## config.mk

```make
export PLATFORM = sky130hd
export DESIGN_NAME = axis2fifo_flat
export DESIGN_NICKNAME = d
export VERILOG_FILES = /design/src/rtl/axis2fifo_if.sv /design/src/rtl/axis2fifo.sv /design/src/flat_wrapper.sv
export SDC_FILE = /design/constraint.sdc
export NUM_CORES = 1
export LEC_CHECK = 0
export BUFFER_PORTS_ARGS = -buffer_cell sky130_fd_sc_hd__buf_2
export CELL_PAD_IN_SITES_DETAIL_PLACEMENT = 0
export CELL_PAD_IN_SITES_GLOBAL_PLACEMENT = 1
export CORE_MARGIN = 1.5
export CORE_UTILIZATION = 25
export DETAILED_ROUTE_END_ITERATION = 8
export PLACE_DENSITY = 0.5
export RECOVER_POWER = 50
export SKIP_LAST_GASP = 1
export SLEW_MARGIN = 15
export SYNTH_ARGS = -nofsm -noshare
export SYNTH_HDL_FRONTEND = slang
export SYNTH_SLANG_ARGS = --single-unit
```

## constraint.sdc

```tcl
create_clock -name S_AXIS_ACLK -period 12.1 [get_ports S_AXIS_ACLK]
set_input_delay 1.21 -clock S_AXIS_ACLK [delete_from_list [all_inputs] [get_ports S_AXIS_ACLK]]
set_output_delay 1.21 -clock S_AXIS_ACLK [all_outputs]
set_load 0.02 [all_outputs]
```

## src/rtl/axis2fifo_if.sv

```systemverilog
// AXI4-Stream video input bundle for axis2fifo.
//   S_AXIS_TVALID / S_AXIS_TREADY : beat handshake
//   S_AXIS_TDATA                  : one pixel per beat
//   S_AXIS_TSTRB                  : byte strobes (carried, not interpreted by the sink)
//   S_AXIS_TLAST                  : last pixel of a line
//   S_AXIS_USER                   : first pixel of a frame (SOF)
interface axis2fifo_if #(
    parameter int unsigned AXIS_DATA_WIDTH = 32
) ();
    logic                         S_AXIS_TVALID;
    logic                         S_AXIS_TREADY;
    logic [AXIS_DATA_WIDTH-1:0]   S_AXIS_TDATA;
    logic [AXIS_DATA_WIDTH/8-1:0] S_AXIS_TSTRB;
    logic                         S_AXIS_TLAST;
    logic                         S_AXIS_USER;

    modport master (
        output S_AXIS_TVALID, S_AXIS_TDATA, S_AXIS_TSTRB, S_AXIS_TLAST, S_AXIS_USER,
        input  S_AXIS_TREADY
    );

    modport slave (
        input  S_AXIS_TVALID, S_AXIS_TDATA, S_AXIS_TSTRB, S_AXIS_TLAST, S_AXIS_USER,
        output S_AXIS_TREADY
    );
endinterface

```

## src/rtl/axis2fifo.sv

```systemverilog
// Packs an AXI4-Stream pixel stream into 4-pixel FIFO words, tracking line/frame
// position, flagging sync errors and counting completed frames.
//   S_AXIS_ACLK    : clock, rising edge
//   S_AXIS_ARESETN : synchronous active-low reset
//   s_axis         : pixel stream input (slave side of axis2fifo_if)
//   fwr_en/fwr_dout/fwr_full : FIFO write port (lane 0 in the MSBs)
//   frame_done     : one-cycle pulse after the last beat of a frame is taken
//   frame_cnt      : completed-frame counter, wraps
//   sync_err       : sticky SOF/TLAST framing error
module axis2fifo #(
    parameter int unsigned FDW               = 128,
    parameter int unsigned AXIS_DATA_WIDTH   = 32,
    parameter int unsigned PIXELS_HORIZONTAL = 1280,
    parameter int unsigned PIXELS_VERTICAL   = 1024
) (
    input  logic              S_AXIS_ACLK,
    input  logic              S_AXIS_ARESETN,
    axis2fifo_if.slave        s_axis,
    output logic              fwr_en,
    output logic [FDW-1:0]    fwr_dout,
    input  logic              fwr_full,
    output logic              frame_done,
    output logic [15:0]       frame_cnt,
    output logic              sync_err
);
    localparam int unsigned LANES = 4;
    localparam int unsigned CW    = (PIXELS_HORIZONTAL > 1) ? $clog2(PIXELS_HORIZONTAL) : 1;
    localparam int unsigned LW    = (PIXELS_VERTICAL > 1) ? $clog2(PIXELS_VERTICAL) : 1;
    localparam logic [CW-1:0] COL_LAST  = CW'(PIXELS_HORIZONTAL - 1);
    localparam logic [LW-1:0] LINE_LAST = LW'(PIXELS_VERTICAL - 1);

    typedef enum logic {WAIT_SOF, ACTIVE} state_e;

    state_e          state_q, state_d;
    logic            hold_vld_q, hold_vld_d;
    logic [FDW-1:0]  hold_q, hold_d;
    logic [FDW-1:0]  acc_q, acc_d;
    logic            acc_done_q, acc_done_d;
    logic [1:0]      lane_q, lane_d;
    logic [CW-1:0]   col_q, col_d;
    logic [LW-1:0]   line_q, line_d;
    logic            frame_done_q, frame_done_d;
    logic [15:0]     frame_cnt_q, frame_cnt_d;
    logic            sync_err_q, sync_err_d;

    logic            hold_free_c;
    logic            beat_c;
    logic            first_vld, second_vld;
    logic [FDW-1:0]  first_data, second_data, work;
    logic [1:0]      work_lane;
    logic            start, take, eol, col_last;
    logic [CW-1:0]   cur_col;
    logic [LW-1:0]   cur_line;
    logic            unused_tstrb_c;

    // Handshake and FIFO port
    assign hold_free_c          = !hold_vld_q || !fwr_full;
    assign s_axis.S_AXIS_TREADY = hold_free_c;
    assign beat_c               = s_axis.S_AXIS_TVALID && hold_free_c;
    assign fwr_en               = hold_vld_q && !fwr_full && S_AXIS_ARESETN;
    assign fwr_dout             = hold_q;
    assign frame_done           = frame_done_q;
    assign frame_cnt            = frame_cnt_q;
    assign sync_err             = sync_err_q;
    assign unused_tstrb_c       = ^s_axis.S_AXIS_TSTRB;

    // Next-state: frame tracking, lane packing and word hand-off
    always_comb begin
        state_d      = state_q;
        hold_vld_d   = hold_vld_q;
        hold_d       = hold_q;
        acc_d        = acc_q;
        acc_done_d   = acc_done_q;
        lane_d       = lane_q;
        col_d        = col_q;
        line_d       = line_q;
        frame_done_d = 1'b0;
        frame_cnt_d  = frame_cnt_q;
        sync_err_d   = sync_err_q;

        // A completed word parked in the accumulator is always the oldest pending word.
        first_vld   = acc_done_q;
        first_data  = acc_q;
        second_vld  = 1'b0;
        second_data = '0;
        work        = acc_done_q ? '0 : acc_q;
        work_lane   = lane_q;
        cur_col     = col_q;
        cur_line    = line_q;
        start       = 1'b0;
        take        = 1'b0;
        eol         = 1'b0;
        col_last    = 1'b0;

        if (beat_c) begin
            start = s_axis.S_AXIS_USER;
            take  = start || (state_q == ACTIVE);

            // SOF mid-frame: flush the partial word, then restart at pixel 0
            if (start && (state_q == ACTIVE) && ((col_q != '0) || (line_q != '0))) begin
                sync_err_d = 1'b1;
                if (lane_q != '0) begin
                    first_vld  = 1'b1;
                    first_data = acc_q;
                end
            end
            if (start) begin
                work      = '0;
                work_lane = '0;
                cur_col   = '0;
                cur_line  = '0;
            end

            if (take) begin
                for (int k = 0; k < int'(LANES); k++) begin
                    if (work_lane == 2'(k)) begin
                        work[FDW-1-AXIS_DATA_WIDTH*k -: AXIS_DATA_WIDTH] = s_axis.S_AXIS_TDATA;
                    end
                end
                col_last = (cur_col == COL_LAST);
                eol      = col_last || s_axis.S_AXIS_TLAST;
                if (s_axis.S_AXIS_TLAST != col_last) begin
                    sync_err_d = 1'b1;
                end
                if (eol || (work_lane == 2'(LANES - 1))) begin
                    second_vld  = 1'b1;
                    second_data = work;
                    work        = '0;
                    work_lane   = '0;
                end else begin
                    work_lane = work_lane + 2'd1;
                end

                state_d = ACTIVE;
                if (eol) begin
                    col_d = '0;
                    if (cur_line == LINE_LAST) begin
                        line_d       = '0;
                        state_d      = WAIT_SOF;
                        frame_done_d = 1'b1;
                        frame_cnt_d  = frame_cnt_q + 16'd1;
                    end else begin
                        line_d = cur_line + LW'(1);
                    end
                end else begin
                    col_d  = cur_col + CW'(1);
                    line_d = cur_line;
                end
            end
        end

        // Holding register takes the oldest word; a second word in the same cycle
        // (resync flush plus a completed resync beat) waits in the accumulator.
        if (hold_free_c) begin
            hold_vld_d = first_vld || second_vld;
            if (first_vld) begin
                hold_d = first_data;
            end else if (second_vld) begin
                hold_d = second_data;
            end
            if (first_vld && second_vld) begin
                acc_d      = second_data;
                acc_done_d = 1'b1;
                lane_d     = '0;
            end else begin
                acc_d      = work;
                acc_done_d = 1'b0;
                lane_d     = work_lane;
            end
        end
    end

    // State registers
    always_ff @(posedge S_AXIS_ACLK) begin
        if (!S_AXIS_ARESETN) begin
            state_q      <= WAIT_SOF;
            hold_vld_q   <= 1'b0;
            hold_q       <= '0;
            acc_q        <= '0;
            acc_done_q   <= 1'b0;
            lane_q       <= '0;
            col_q        <= '0;
            line_q       <= '0;
            frame_done_q <= 1'b0;
            frame_cnt_q  <= '0;
            sync_err_q   <= 1'b0;
        end else begin
            state_q      <= state_d;
            hold_vld_q   <= hold_vld_d;
            hold_q       <= hold_d;
            acc_q        <= acc_d;
            acc_done_q   <= acc_done_d;
            lane_q       <= lane_d;
            col_q        <= col_d;
            line_q       <= line_d;
            frame_done_q <= frame_done_d;
            frame_cnt_q  <= frame_cnt_d;
            sync_err_q   <= sync_err_d;
        end
    end
endmodule
```

## src/flat_wrapper.sv

```systemverilog
// flat-port wrapper written by rule: the top's interface ports become plain ports
module axis2fifo_flat 
#(
    parameter int unsigned FDW               = 128,
    parameter int unsigned AXIS_DATA_WIDTH   = 32,
    parameter int unsigned PIXELS_HORIZONTAL = 1280,
    parameter int unsigned PIXELS_VERTICAL   = 1024
)
  (S_AXIS_ACLK, S_AXIS_ARESETN, fwr_en, fwr_dout, fwr_full, frame_done, frame_cnt, sync_err, s_axis_S_AXIS_TVALID, s_axis_S_AXIS_TDATA, s_axis_S_AXIS_TSTRB, s_axis_S_AXIS_TLAST, s_axis_S_AXIS_USER, s_axis_S_AXIS_TREADY);
  axis2fifo_if #(.AXIS_DATA_WIDTH(AXIS_DATA_WIDTH)) s_axis_i ();
  input  logic S_AXIS_ACLK;
  input  logic S_AXIS_ARESETN;
  output logic fwr_en;
  output logic [FDW-1:0] fwr_dout;
  input  logic fwr_full;
  output logic frame_done;
  output logic [15:0] frame_cnt;
  output logic sync_err;
  input wire logic [$bits(s_axis_i.S_AXIS_TVALID)-1:0] s_axis_S_AXIS_TVALID;
  input wire logic [$bits(s_axis_i.S_AXIS_TDATA)-1:0] s_axis_S_AXIS_TDATA;
  input wire logic [$bits(s_axis_i.S_AXIS_TSTRB)-1:0] s_axis_S_AXIS_TSTRB;
  input wire logic [$bits(s_axis_i.S_AXIS_TLAST)-1:0] s_axis_S_AXIS_TLAST;
  input wire logic [$bits(s_axis_i.S_AXIS_USER)-1:0] s_axis_S_AXIS_USER;
  output wire logic [$bits(s_axis_i.S_AXIS_TREADY)-1:0] s_axis_S_AXIS_TREADY;
  assign s_axis_i.S_AXIS_TVALID = s_axis_S_AXIS_TVALID;
  assign s_axis_i.S_AXIS_TDATA = s_axis_S_AXIS_TDATA;
  assign s_axis_i.S_AXIS_TSTRB = s_axis_S_AXIS_TSTRB;
  assign s_axis_i.S_AXIS_TLAST = s_axis_S_AXIS_TLAST;
  assign s_axis_i.S_AXIS_USER = s_axis_S_AXIS_USER;
  assign s_axis_S_AXIS_TREADY = s_axis_i.S_AXIS_TREADY;
  axis2fifo #(.FDW(FDW), .AXIS_DATA_WIDTH(AXIS_DATA_WIDTH), .PIXELS_HORIZONTAL(PIXELS_HORIZONTAL), .PIXELS_VERTICAL(PIXELS_VERTICAL)) u_core (.S_AXIS_ACLK(S_AXIS_ACLK), .S_AXIS_ARESETN(S_AXIS_ARESETN), .s_axis(s_axis_i), .fwr_en(fwr_en), .fwr_dout(fwr_dout), .fwr_full(fwr_full), .frame_done(frame_done), .frame_cnt(frame_cnt), .sync_err(sync_err));
endmodule
```

# --- After elaboration in Yosys (flattened, before gate mapping) ---
# Cells that the tools add are included.
op_classes:
  add_sub_neg: 4
  n_eq_ne: 6
  muxes: 41
  n_reduce_logical: 25
ops:
  columns: ["op", "count"]
  rows:
  - ["$mux W128", 11]
  - ["$mux W32", 4]
  - ["$mux W10", 4]
  - ["$mux W11", 3]
  - ["$add A16 B1 Y16 const B", 1]
  - ["$mux W1", 13]
  - ["$mux W2", 6]
  - ["$add A11 B1 Y11 const B", 1]
  - ["$eq A11 B11 Y1 const B", 1]
  - ["$reduce_bool A11 Y1", 1]
  - ["$add A10 B1 Y10 const B", 1]
  - ["$eq A10 B10 Y1 const B", 1]
  - ["$reduce_bool A10 Y1", 1]
  - ["$reduce_and A4 Y1", 2]
  - ["$logic_and A1 B1 Y1", 6]
  - ["$logic_or A1 B1 Y1", 6]
  - ["$reduce_and A2 Y1", 3]
  - ["$reduce_bool A2 Y1", 3]
  - ["$eq A2 B2 Y1 const B", 2]
  - ["$add A2 B1 Y2 const B", 1]
  - ["$eq A2 B1 Y1 const B", 1]
  - ["$logic_not A1 Y1", 2]
  - ["$logic_not A2 Y1", 1]
  - ["$ne A1 B1 Y1", 1]
word_totals:
  register_bits: 300
  out_inout_bits: 148
  word_cells: 87

# --- Longest topological paths before layout ---
depth:
  depth_word: 13
  depth_mapped: 17

# --- Least setup slack after synthesis ---
# Ideal clock, no wire load.
synth_path:
  path_kind: "in2reg"
  startpoint: "input port s_axis_S_AXIS_USER"
  endpoint: "register u_core.hold_q[46] (netlist: u_core.fwr_dout[46])"
  setup_ps: 142
  t_arrival_ps: 4601
  setup_slack_ps: 7357
  stages: 16
  n_path_buf: 6
  path_cell_list: "buf_2 > buf_1 > clkbuf_1 > nor2b_1 > ha_1 > nand3_1 > nor4_1 > nand4b_1 > ha_1 > nor2b_1 > or3_1 > clkbuf_1 > nand3_1 > clkbuf_1 > buf_1 > a311oi_1"
synth_between:
  elab_chain_cells: 10
  elab_cells_between_ends: 26
  classes_between: "eq/ne (3); mux (16); reduce/logical (7)"
synth_lines:
  columns: ["item", "line", "source"]
  rows:
  - ["from (decl)", "flat_wrapper.sv:23", "input wire logic [$bits(s_axis_i.S_AXIS_USER)-1:0] s_axis_S_AXIS_USER;"]
  - ["$mux W11", "axis2fifo.sv:107", "if (start) begin"]
  - ["$mux W11", "axis2fifo.sv:95", "if (beat_c) begin"]
  - ["$eq A11 B11 Y1", "axis2fifo.sv:120", "col_last = (cur_col == COL_LAST);"]
  - ["$logic_or A1 B1 Y1", "axis2fifo.sv:121", "eol = col_last || s_axis.S_AXIS_TLAST;"]
  - ["$logic_or A1 B1 Y1", "axis2fifo.sv:125", "if (eol || (work_lane == 2'(LANES - 1))) begin"]
  - ["$mux W128 or $mux W1 (tied branches)", "axis2fifo.sv:125", null]
  - ["$mux W128 or $mux W1 (tied branches)", "axis2fifo.sv:114", "if (take) begin"]
  - ["$mux W128 or $mux W1 (tied branches)", "axis2fifo.sv:95", null]
  - ["$mux W128 or $reduce_bool A2 Y1 (tied branches)", null, null]
  - ["$mux W128 or $reduce_and A2 Y1 (tied branches)", null, null]
  - ["to (signal assigned)", "axis2fifo.sv:190", "hold_q <= hold_d;"]
  - ["to (decl)", "axis2fifo.sv:36", "logic [FDW-1:0] hold_q, hold_d;"]
# Parallel ways exist; a longest one is shown, timed or not. The select of a mux whose other input is x is not followed.
# A chain may end at the register's enable or synchronous reset.

# --- Final worst setup path ---
layout_path:
  startpoint: "input port s_axis_S_AXIS_USER"
  endpoint: "register u_core.acc_q[66]"
layout_between:
  elab_chain_cells: 10
  elab_cells_between_ends: 27
  classes_between: "eq/ne (3); mux (18); reduce/logical (6)"
layout_lines:
  columns: ["item", "line", "source"]
  rows:
  - ["$mux W11", "axis2fifo.sv:107", null]
  - ["$mux W11", "axis2fifo.sv:95", null]
  - ["$eq A11 B11 Y1", "axis2fifo.sv:120", null]
  - ["$logic_or A1 B1 Y1", "axis2fifo.sv:121", null]
  - ["$logic_or A1 B1 Y1", "axis2fifo.sv:125", null]
  - ["$mux W1", "axis2fifo.sv:125", null]
  - ["$mux W1", "axis2fifo.sv:114", null]
  - ["$mux W1", "axis2fifo.sv:95", null]
  - ["$logic_and A1 B1 Y1", "axis2fifo.sv:161", "if (first_vld && second_vld) begin"]
  - ["$mux W128 (*)", "axis2fifo.sv:161", null]
  - ["to (signal assigned)", "axis2fifo.sv:179", "acc_q <= '0;"]
  - ["to (signal assigned)", "axis2fifo.sv:191", "acc_q <= acc_d;"]
  - ["to (decl)", "axis2fifo.sv:37", "logic [FDW-1:0] acc_q, acc_d;"]
# Mark *: on every way between the ends. The rest lies on a longest branch, timed or not. The select of a mux whose other input is x is not followed.

==> summary.txt <==
Clock tree
  • Reg clk slew, reported paths: 60 ps
  • Clock buffer count from CTS: 41
  • CTS resizes: 0
  • Clk sinks: 300
  • Postcts setup bufs: 0
  • Clock Path Buffers: 3
  • CTS tree: done
  • Worst-Skew Late Latency: approximately 580 ps
  • H-tree Lvls: 2
  • Root Buffer: clkbuf_16
  • # hold bufs at CTS: 0

Routing
  • Vias per cell: 5.89
  • DRC: 0
  • Routed Antenna Nets: 0
  • Final WL: 68.3 mm
  • DR pass1 iterations: 5
  • Via count: 15800
  • Wire per inst: about 25 um
  • Starting DRT DRC Count: ~1300

Finish
  • FF/Latch Area: about 6000 um^2
  • Area grow syn2layout: 15.1%
  • Layout fillers: 6575
  • Area occupied by multi-input gates: 8190 um^2
  • Non-Filler Instances: 2691
  • ANT cells: 0
  • Total Nets Final: 1929
  • Share of layout cells above drive strength 1: 0.0781

Timing
  • Clk_skew: 32.0 ps
  • RSZ-0062 raised after global routing: no
  • Fin Setup TNS: 0 ps
  • Final setup fails: 0
  • Final period util: 0.611
  • Slew @ Worst Pin: 3530 ps
  • Crit path time final: 7390 ps
  • Final worst setup slack: 4710 ps
  • Fin. max-slew vios: 128
  • Fin. Hold Viols: 0
  • F_max: 0.135 GHz
  • Max_slew headroom: -1.35

Setup path
  • CP Buf/Inv Count: 4
  • Crit Path Class: primary input to flop
  • Arr. time, crit path: 7790 ps
  • Worst Setup End Kind: flop
  • Worst Path Max Fanout: 59
  • Most used cell, CP: clkbuf_1
  • Largest delay contributor family on the critical path: buffers and inverters
  • FF-to-FF setup slack: 5730 ps
  • CP max-delay cell: clkbuf_1
  • Max stage delay on crit path: around 2500 ps
  • Worst endpoint required time: 12500 ps
  • FF-to-FF Start: u_core.col_q[0]
  • Critical Path Start Type: primary input
  • Critical-path cell list: clkbuf_1 > nor2b_1 > ha_1 > nand3_1 > nor4_1 > nand4b_1 > ha_1 > clkbuf_1 > nand2b_2 > clkbuf_1 > nand2_1 > buf_4 > o211ai_1 > a21oi_1
  • FF-to-FF End: u_core.acc_q[66]
  • Reg2Reg Depth: 13

Pwr
  • Pleak: roughly 4.9 nW
  • Worst VDD drop: 78.3 uV
  • PwrDens: 142 nW/um^2

Min path
  • Hold Crit Start: u_core.acc_q[75]
  • Worst hold stages: 2
  • Min-delay worst type: flop to flop
  • Worst Hold End: u_core.acc_q[75]

Place
  • Placed instance count: ~2600
  • Pre-CTS WS: ~5300 ps
  • IO buf count: about 190
  • Routability cong.: 0.745
  • Hpwl dp: 36.5 mm

Global routing
  • First-pass GRT wire length: 101 mm
  • Largest net degree at the start of global routing: roughly 150
  • Initial antenna violation count: 2
  • Vias in the first global route: 14900
  • Gr ovfl total: 0
  • GRT Util Overall: 0.212

Synth
  • Syn avg cell area: 8.12 um^2
  • Synth area leader: dfxtp_1
  • Synth warn: 0
  • Sequential fraction of the synthesis area: 0.396
  • Dominant synthesized flop cell: dfxtp_1
  • Count leader, synth: dfxtp_1
  • Async SR Flop Fraction: 0
  • Synth cell count leaders: dfxtp_1, clkbuf_1, nand2_1
  • Synthesized flop and latch total: 300
  • Synth cell types: 59
  • EDFF count, synth: 0
  • Syn nets: roughly 1900
  • Top-area cell type share of the netlist area: 0.396
  • Top cells by area, synth: dfxtp_1, a311oi_1, a21oi_1
  • Cells after synthesis: around 1900
  • Mapped Area: 15200 um^2

Floorplan
  • I/O pins: 190
  • Row count: 90
  • Die area: 62200 um^2
  • Initial Util: 0.252
  • Die span in x: between 200 and 250 um
  • Core area: 60100 um^2
  • Die span in y: 249 um

Run
  • Max Cap Viol: 3

Status
  • Status: finished, violations left
  • Violated checks: max-capacitance violations, max-slew violations
-- layout make-up --
| type | count | share of cell area |
|---|---|---|
| inverter | 12 | 0.00315 |
| clock inverter | 12 | 0.00415 |
| clock buffer | 61 | 0.0676 |
| sequential | 300 | 0.344 |
| tap | 782 | 0.0560 |
| timing repair buffer | 216 | 0.0559 |
| multi-input combinational | 1308 | 0.469 |
-- how the worst max path moves through the flow --
stage / startpoint / to / slack (ps) / cells after the start
floorplan: s_axis_S_AXIS_USER / u_core.fwr_dout[46] / 7360 / 16
global placement: s_axis_S_AXIS_USER / u_core.fwr_dout[85] / 5390 / 15
detailed placement: s_axis_S_AXIS_USER / u_core.fwr_dout[92] / 5340 / 15
CTS: s_axis_S_AXIS_USER / u_core.fwr_dout[102] / 5950 / 15
global route: s_axis_S_AXIS_USER / u_core.acc_q[61] / 4060 / 14
finish: s_axis_S_AXIS_USER / u_core.acc_q[66] / 4710 / 14
-- logic make-up (layout without fill, tap and decap cells) --
logic type / count (synthesis) / count (layout) / synth area share
DFF: 300 / 300 / 0.396
muxes: 2 / 2 / 0.00140
and+or+nand+nor: 567 / 567 / 0.191
buffers and inverters: 260 / 301 / 0.0692
adders and majority gates: 8 / 8 / 0.00660
xor gates and xnor gates: 7 / 7 / 0.00404
AOI/OAI and AO/OA: 724 / 724 / 0.332
-- through the flow --
stage	hold slack, ps	cell area [um^2]	utilization	power [W]
3_5_place_dp	454	16400	0.273	0.00134
3_3_place_gp	448	16400	0.273	0.00134
4_1_cts	462	17600	0.294	0.00252
5_1_grt	476	17500	0.290	0.00258
6_report	462	17500	0.290	0.00248
2_1_floorplan	441	15200	-	0.00121
-- tightest hold or removal path, cell delays in order (launching register included) --
cell	delay (ps)
dfxtp_1	310
nand2_1	50
a21oi_1	50
-- sequential cells by signal, summed over array words and instances, names as in the netlist, 2 cells and up --
name,cells
u_core.acc_q,128
u_core.col_q,11
u_core.frame_cnt,16
u_core.fwr_dout,128
u_core.lane_q,2
u_core.line_q,10
-- power breakdown --
group | switching (W) | leakage, nW | internal, W
clock network | 0.000499 | 0.618 | 0.000674
logic | 0.000200 | 1.83 | 0.0000634
registers | 0.0000256 | 2.44 | 0.00102
total | 0.000725 | 4.88 | 0.00176
-- placed cells by master, fill, tap and decap left out, types with 27 or more instances in the layout --
cell type / instances
a311o_1: 56
or4_1: 58
nor2_1: 51
a21oi_1: 154
clkbuf_1: 162
buf_2: 38
clkbuf_16: 41
o21ai_0: 153
a22oi_1: 91
a22o_1: 38
nand4_1: 49
buf_4: 27
nor3_1: 135
a311oi_1: 129
o211ai_1: 72
dfxtp_1: 299
nand2_1: 161
nand3_1: 49
-- metal layers --
| metal | track usage | up-vias | part of all wire |
|---|---|---|---|
| li1 | - | 7272 | - |
| met1 | 0.289 | 7967 | 0.45 |
| met2 | 0.342 | 528 | 0.47 |
| met3 | 0.0408 | 72 | 0.064 |
| met4 | 0.0561 | 0 | 0.023 |
| met5 | 0 | - | 0 |
(Power assumes the default switching activity.)
